[src/rtl/axi_lite_template.sv]
// AXI4-Lite slave with a 32-entry register file (index = addr[6:2], aliasing modulo 0x80).
// All outputs are flops; AW, W and AR are accepted independently and every access returns OKAY.
module axi_lite_template #(
  parameter int C_DATA_WIDTH = 32,
  parameter int C_ADDR_WIDTH = 32
) (
  input  logic                      clk,
  input  logic                      rst,
  input  logic [C_ADDR_WIDTH-1:0]   awaddr,
  input  logic [2:0]                awprot,
  input  logic                      awvalid,
  output logic                      awready,
  input  logic [C_DATA_WIDTH-1:0]   wdata,
  input  logic [C_DATA_WIDTH/8-1:0] wstrb,
  input  logic                      wvalid,
  output logic                      wready,
  output logic [1:0]                bresp,
  output logic                      bvalid,
  input  logic                      bready,
  input  logic [C_ADDR_WIDTH-1:0]   araddr,
  input  logic [2:0]                arprot,
  input  logic                      arvalid,
  output logic                      arready,
  output logic [C_DATA_WIDTH-1:0]   rdata,
  output logic [1:0]                rresp,
  output logic                      rvalid,
  input  logic                      rready
);
  // Handshakes: a transfer happens on a rising edge where valid and ready are both 1;
  // valid holds its payload until that edge, and ready never depends combinationally on valid.

  localparam int STRB_W = C_DATA_WIDTH / 8;
  localparam int N_REGS = 32;
  localparam logic [1:0] RESP_OKAY = 2'b00;

  logic [C_DATA_WIDTH-1:0] regs [N_REGS];

  logic                    aw_held;
  logic                    w_held;
  logic [4:0]              aw_idx;
  logic [C_DATA_WIDTH-1:0] w_data;
  logic [STRB_W-1:0]       w_strb;

  logic aw_hs, w_hs, ar_hs;
  logic commit, b_done, r_done;
  logic aw_held_nxt, w_held_nxt, bvalid_nxt, rvalid_nxt;

  // Protection bits and the address bits outside [6:2] have no effect.
  logic unused_inputs;
  assign unused_inputs = ^{awprot, arprot, awaddr, araddr};

  always_comb begin
    aw_hs       = awvalid & awready;
    w_hs        = wvalid & wready;
    ar_hs       = arvalid & arready;
    commit      = aw_held & w_held & ~bvalid;
    b_done      = bvalid & bready;
    r_done      = rvalid & rready;
    aw_held_nxt = aw_held;
    w_held_nxt  = w_held;
    bvalid_nxt  = bvalid;
    rvalid_nxt  = rvalid;
    if (aw_hs)  aw_held_nxt = 1'b1;
    if (w_hs)   w_held_nxt  = 1'b1;
    if (commit) bvalid_nxt  = 1'b1;
    // The response handshake retires the whole write, freeing both capture slots.
    if (b_done) begin
      bvalid_nxt  = 1'b0;
      aw_held_nxt = 1'b0;
      w_held_nxt  = 1'b0;
    end
    if (ar_hs)       rvalid_nxt = 1'b1;
    else if (r_done) rvalid_nxt = 1'b0;
  end

  always_ff @(posedge clk) begin
    if (rst) begin
      aw_held <= 1'b0;
      w_held  <= 1'b0;
      aw_idx  <= '0;
      w_data  <= '0;
      w_strb  <= '0;
      awready <= 1'b0;
      wready  <= 1'b0;
      bvalid  <= 1'b0;
      bresp   <= RESP_OKAY;
      arready <= 1'b0;
      rvalid  <= 1'b0;
      rresp   <= RESP_OKAY;
      rdata   <= '0;
      for (int i = 0; i < N_REGS; i++) regs[i] <= '0;
    end else begin
      aw_held <= aw_held_nxt;
      w_held  <= w_held_nxt;
      bvalid  <= bvalid_nxt;
      rvalid  <= rvalid_nxt;
      awready <= ~aw_held_nxt & ~bvalid_nxt;
      wready  <= ~w_held_nxt & ~bvalid_nxt;
      arready <= ~rvalid_nxt;
      bresp   <= RESP_OKAY;
      rresp   <= RESP_OKAY;
      if (aw_hs) aw_idx <= awaddr[6:2];
      if (w_hs) begin
        w_data <= wdata;
        w_strb <= wstrb;
      end
      if (commit) begin
        for (int b = 0; b < STRB_W; b++) begin
          if (w_strb[b]) regs[aw_idx][8*b +: 8] <= w_data[8*b +: 8];
        end
      end
      // Samples the pre-update array, so a read colliding with a commit sees the old value.
      if (ar_hs) rdata <= regs[araddr[6:2]];
    end
  end

endmodule

[config.mk]
export PLATFORM = sky130hd
export DESIGN_NAME = axi_lite_template
export DESIGN_NICKNAME = d
export VERILOG_FILES = /design/src/rtl/axi_lite_template.sv
export SDC_FILE = /design/constraint.sdc
export NUM_CORES = 2
export LEC_CHECK = 0
export ABC_AREA = 1
export CORE_MARGIN = 4
export CORE_UTILIZATION = 55
export CTS_BUF_LIST = sky130_fd_sc_hd__clkbuf_16
export DETAILED_ROUTE_END_ITERATION = 8
export PLACE_DENSITY = 0.76
export SYNTH_ARGS = -nofsm -noshare
export SYNTH_HDL_FRONTEND = slang
export SYNTH_SLANG_ARGS = --single-unit
export TNS_END_PERCENT = 5
[constraint.sdc]
create_clock -name clk -period 2 [get_ports clk]
set_input_delay 0.4 -clock clk [delete_from_list [all_inputs] [get_ports clk]]
set_output_delay 0.4 -clock clk [all_outputs]
set_load 0.02 [all_outputs]
==> impl_metrics.csv <==
group,metric,value,unit
clock_tree,clock_path_buffers,3,
routing,vias_per_cell,5.757,
clock_tree,post_cts_buffers,0,
power_and_ir_drop,irDropWorstVdd,784.2,uV
worst_setup_path,cp-end-kind,"register",
worst_setup_path,crit_buf_inv,2,
routing,wl_per_cell,20.38,um
grt,antenna_found_initial,6,
synthesis,ys_ff_latch,1104,
place,place_inst,6528,
die,fp.coreArea,89870,um^2
grt,grt_overflow,0,
timing,slew_violations,0,
worst_setup_path,crit_chain,"inv_1 -> nand3_1 -> nor2_1 -> buf_4 -> nand2_1 -> nand2_1",
clock_tree,clk_latency,0.69,ns
worst_setup_path,r2r_setup_slack,0.06,ns
die,die-area,95280,um^2
routing,final_antenna_net_count,0,
timing,finalCritPeriodShare,97.10,%
final_layout,fillers,6632,
die,die_h,308.7,um
timing,maxSlewHeadroom,61.53,%
clock_tree,cts_sinks,1104,
status,run_status,"complete, no violations",
synthesis,ys_warn_count,0,
worst_setup_path,slowest_delay,0.35,ns
place,postPlaceCellArea,54920,um^2
die,rows,110,
power_and_ir_drop,fin_total_pwr,51.70,mW
timing,fin_worst_skew,0.03301,ns
synthesis,synth_area_per_cell,9.622,um^2
die,fp.dieW,308.7,um
final_layout,fin_area,58480,um^2
timing,hold_viol_final,0,
synthesis,synth_edf_count,1024,
routing,via_count,38769,
worst_setup_path,cp_slowest_cell,"dfxtp_1",
routing,firstDrtPassIters,7,
final_layout,fin_nets,5575,
place,port_buffers,89,
final_layout,fin_cells,6734,
worst_setup_path,critical_path_class,"reg -> reg",
routing,drc,0,
clock_tree,htreeDepth,3,
grt,grt_pass1_vias,36787,
synthesis,yosys-top-cells-count,"nand2_1 (1562), nor2_1 (1076), edfxtp_1 (1024), nand3_1 (840), clkbuf_1 (149)",
worst_setup_path,crit_required,2.34,ns
synthesis,async_flop_share,0,%
worst_setup_path,worst_ep_arrival_time,2.28,ns
synthesis,yosysSeqAreaShare,65.06,%
clock_tree,clk_pin_slew,0.06,ns
timing,holdWs,0.3441,ns
synthesis,synth_cells,5168,
worst_setup_path,startpoint_type,"register",
place,routabilityCongestion,0.9118,
die,io_pins,154,
power_and_ir_drop,leakage,22.46,nW
hold_path,min_path_type,"in -> reg",
final_layout,syn2layout_area_growth,17.61,%
die,initial_core_util,55.33,%
power_and_ir_drop,p_per_area,884.0,nW/um^2
worst_setup_path,crit_top_cell,"nand2_1",
timing,fmax,514.9,MHz
synthesis,synthFlopType,"edfxtp_1",
grt,grt_max_degree,65,
worst_setup_path,path_max_fanout,8,
clock_tree,cts_tree,"done",
timing,fin_crit,1.942,ns
grt,track_usage,28.53,%
timing,worst_pin_slew,0.5770,ns
synthesis,ys_types,20,
job,cap_viol_max_count,0,
worst_setup_path,crit_family,"simple AND/OR/NAND/NOR gates",
synthesis,yosys.area.top_type_share,61.84,%
synthesis,synth_area_leaders,"edfxtp_1 (62%), nand2_1 (12%), nand3_1 (8.5%)",
clock_tree,cts_buffers,108,
place,hpwl,88.36,mm
synthesis,synth.most_common_cell,"nand2_1",
synthesis,yosysTopAreaCell,"edfxtp_1",
routing,drtIter0Drc,5508,
final_layout,drive_gt1_share,12.31,%
synthesis,synth_area,49730,um^2
routing,routed_wl,137.3,mm
timing,rsz0062_at_grt,"false",
timing,setup_viol,0,
clock_tree,cts-root-buf,"clkbuf_16",
grt,grt_pass1_wl,207.5,mm
-- logic make-up after synthesis --
group | share of synthesized area, %
buf+inv | 4.602
simple gates | 28.62
other cells | 0.007541
compound gates | 1.711
flops | 65.06
-- worst reg2reg max path, delay by kind of cell (launching register included) --
family                 cells  cell delay [ns]
AND/OR/NAND/NOR            4             0.80
buffers and inverters      2             0.45
flip-flops                 1             0.35
-- power by group --
group	internal (mW)	switching [mW]	total (mW)
Clock	11.9	8.60	20.5
Sequential	26.0	0.262	26.2
Combinational	1.56	3.41	4.97
Total	39.4	12.3	51.7
-- layer usage --
metal | share of wire, % | track usage (%)
met1 | 37 | 37.89
met2 | 47 | 46.92
met3 | 11 | 4.519
met4 | 4.6 | 12.78
met5 | 0.030 | 0
-- worst paths after layout --
kind / start / endpoint / cells after the start
max: aw_idx[2] / regs[24][24] / 6
min: wdata[2] / w_data[2] / 3
max reg2reg: aw_idx[2] / regs[24][24] / 6
min reg2reg: w_data[31] / w_data[31] / 2
-- cell type report --
class,count,area (um^2),share of cell area [%]
Clock buffer,112,2803,4.792
Multi-Input combinational cell,3648,15130,25.87
Tap cell,1176,1471,2.516
Inverter,52,230.2,0.3937
Timing Repair Buffer,548,5699,9.745
Clock inverter,91,793.3,1.356
Antenna cell,3,7.507,0.01284
Sequential cell,1104,32350,55.32
-- layout by cell type, fill, tap and decap left out --
cell	instances
clkinvlp_4	4
inv_6	5
nand3_1	840
dlygate4sd2_1	36
a21oi_2	32
nand2_4	1
buf_4	348
edfxtp_1	1024
inv_4	1
diode_2	3
inv_1	72
clkinv_4	2
inv_8	2
clkinv_2	18
o21ai_0	76
inv_2	1
buf_2	2
bufinv_16	14
a21oi_1	38
buf_8	1
inv_16	1
buf_12	113
clkinv_1	22
nor2_1	1071
nand2_2	20
clkinv_8	1
conb_1	4
dfxtp_1	80
clkbuf_8	1
clkdlybuf4s50_1	47
nand2_1	1561
clkbuf_16	112
nor2_2	3
nor2_4	2
-- through the flow --
stage          worst slack [ns]  utilization, %  TNS, ns
2_1_floorplan            0.2898               -        0
3_3_place_gp            -0.2263           61.11  -154.76
3_5_place_dp            -0.2928           61.11  -195.33
4_1_cts                  0.1062           65.06        0
5_1_grt                 0.03073           65.06        0
6_report                0.05800           65.07        0
-- registers in the layout, indices dropped and copies added, names as in the netlist --
signal   cells
regs      1024
rdata       32
w_data      32
aw_idx       5
w_strb       4
arready      1
aw_held      1
awready      1
bvalid       1
rvalid       1
w_held       1
wready       1
-- what timing repair did --
| action | CTS | global route |
|---|---|---|
| setup endpoints to repair | 36 | 8 |
| resized for setup | 36 | 1 |
| endpoints found under the hold margin | 0 | 0 |
| hold buffers | 0 | 0 |
| pin swaps | 0 | 0 |
(Power assumes the default switching activity.)
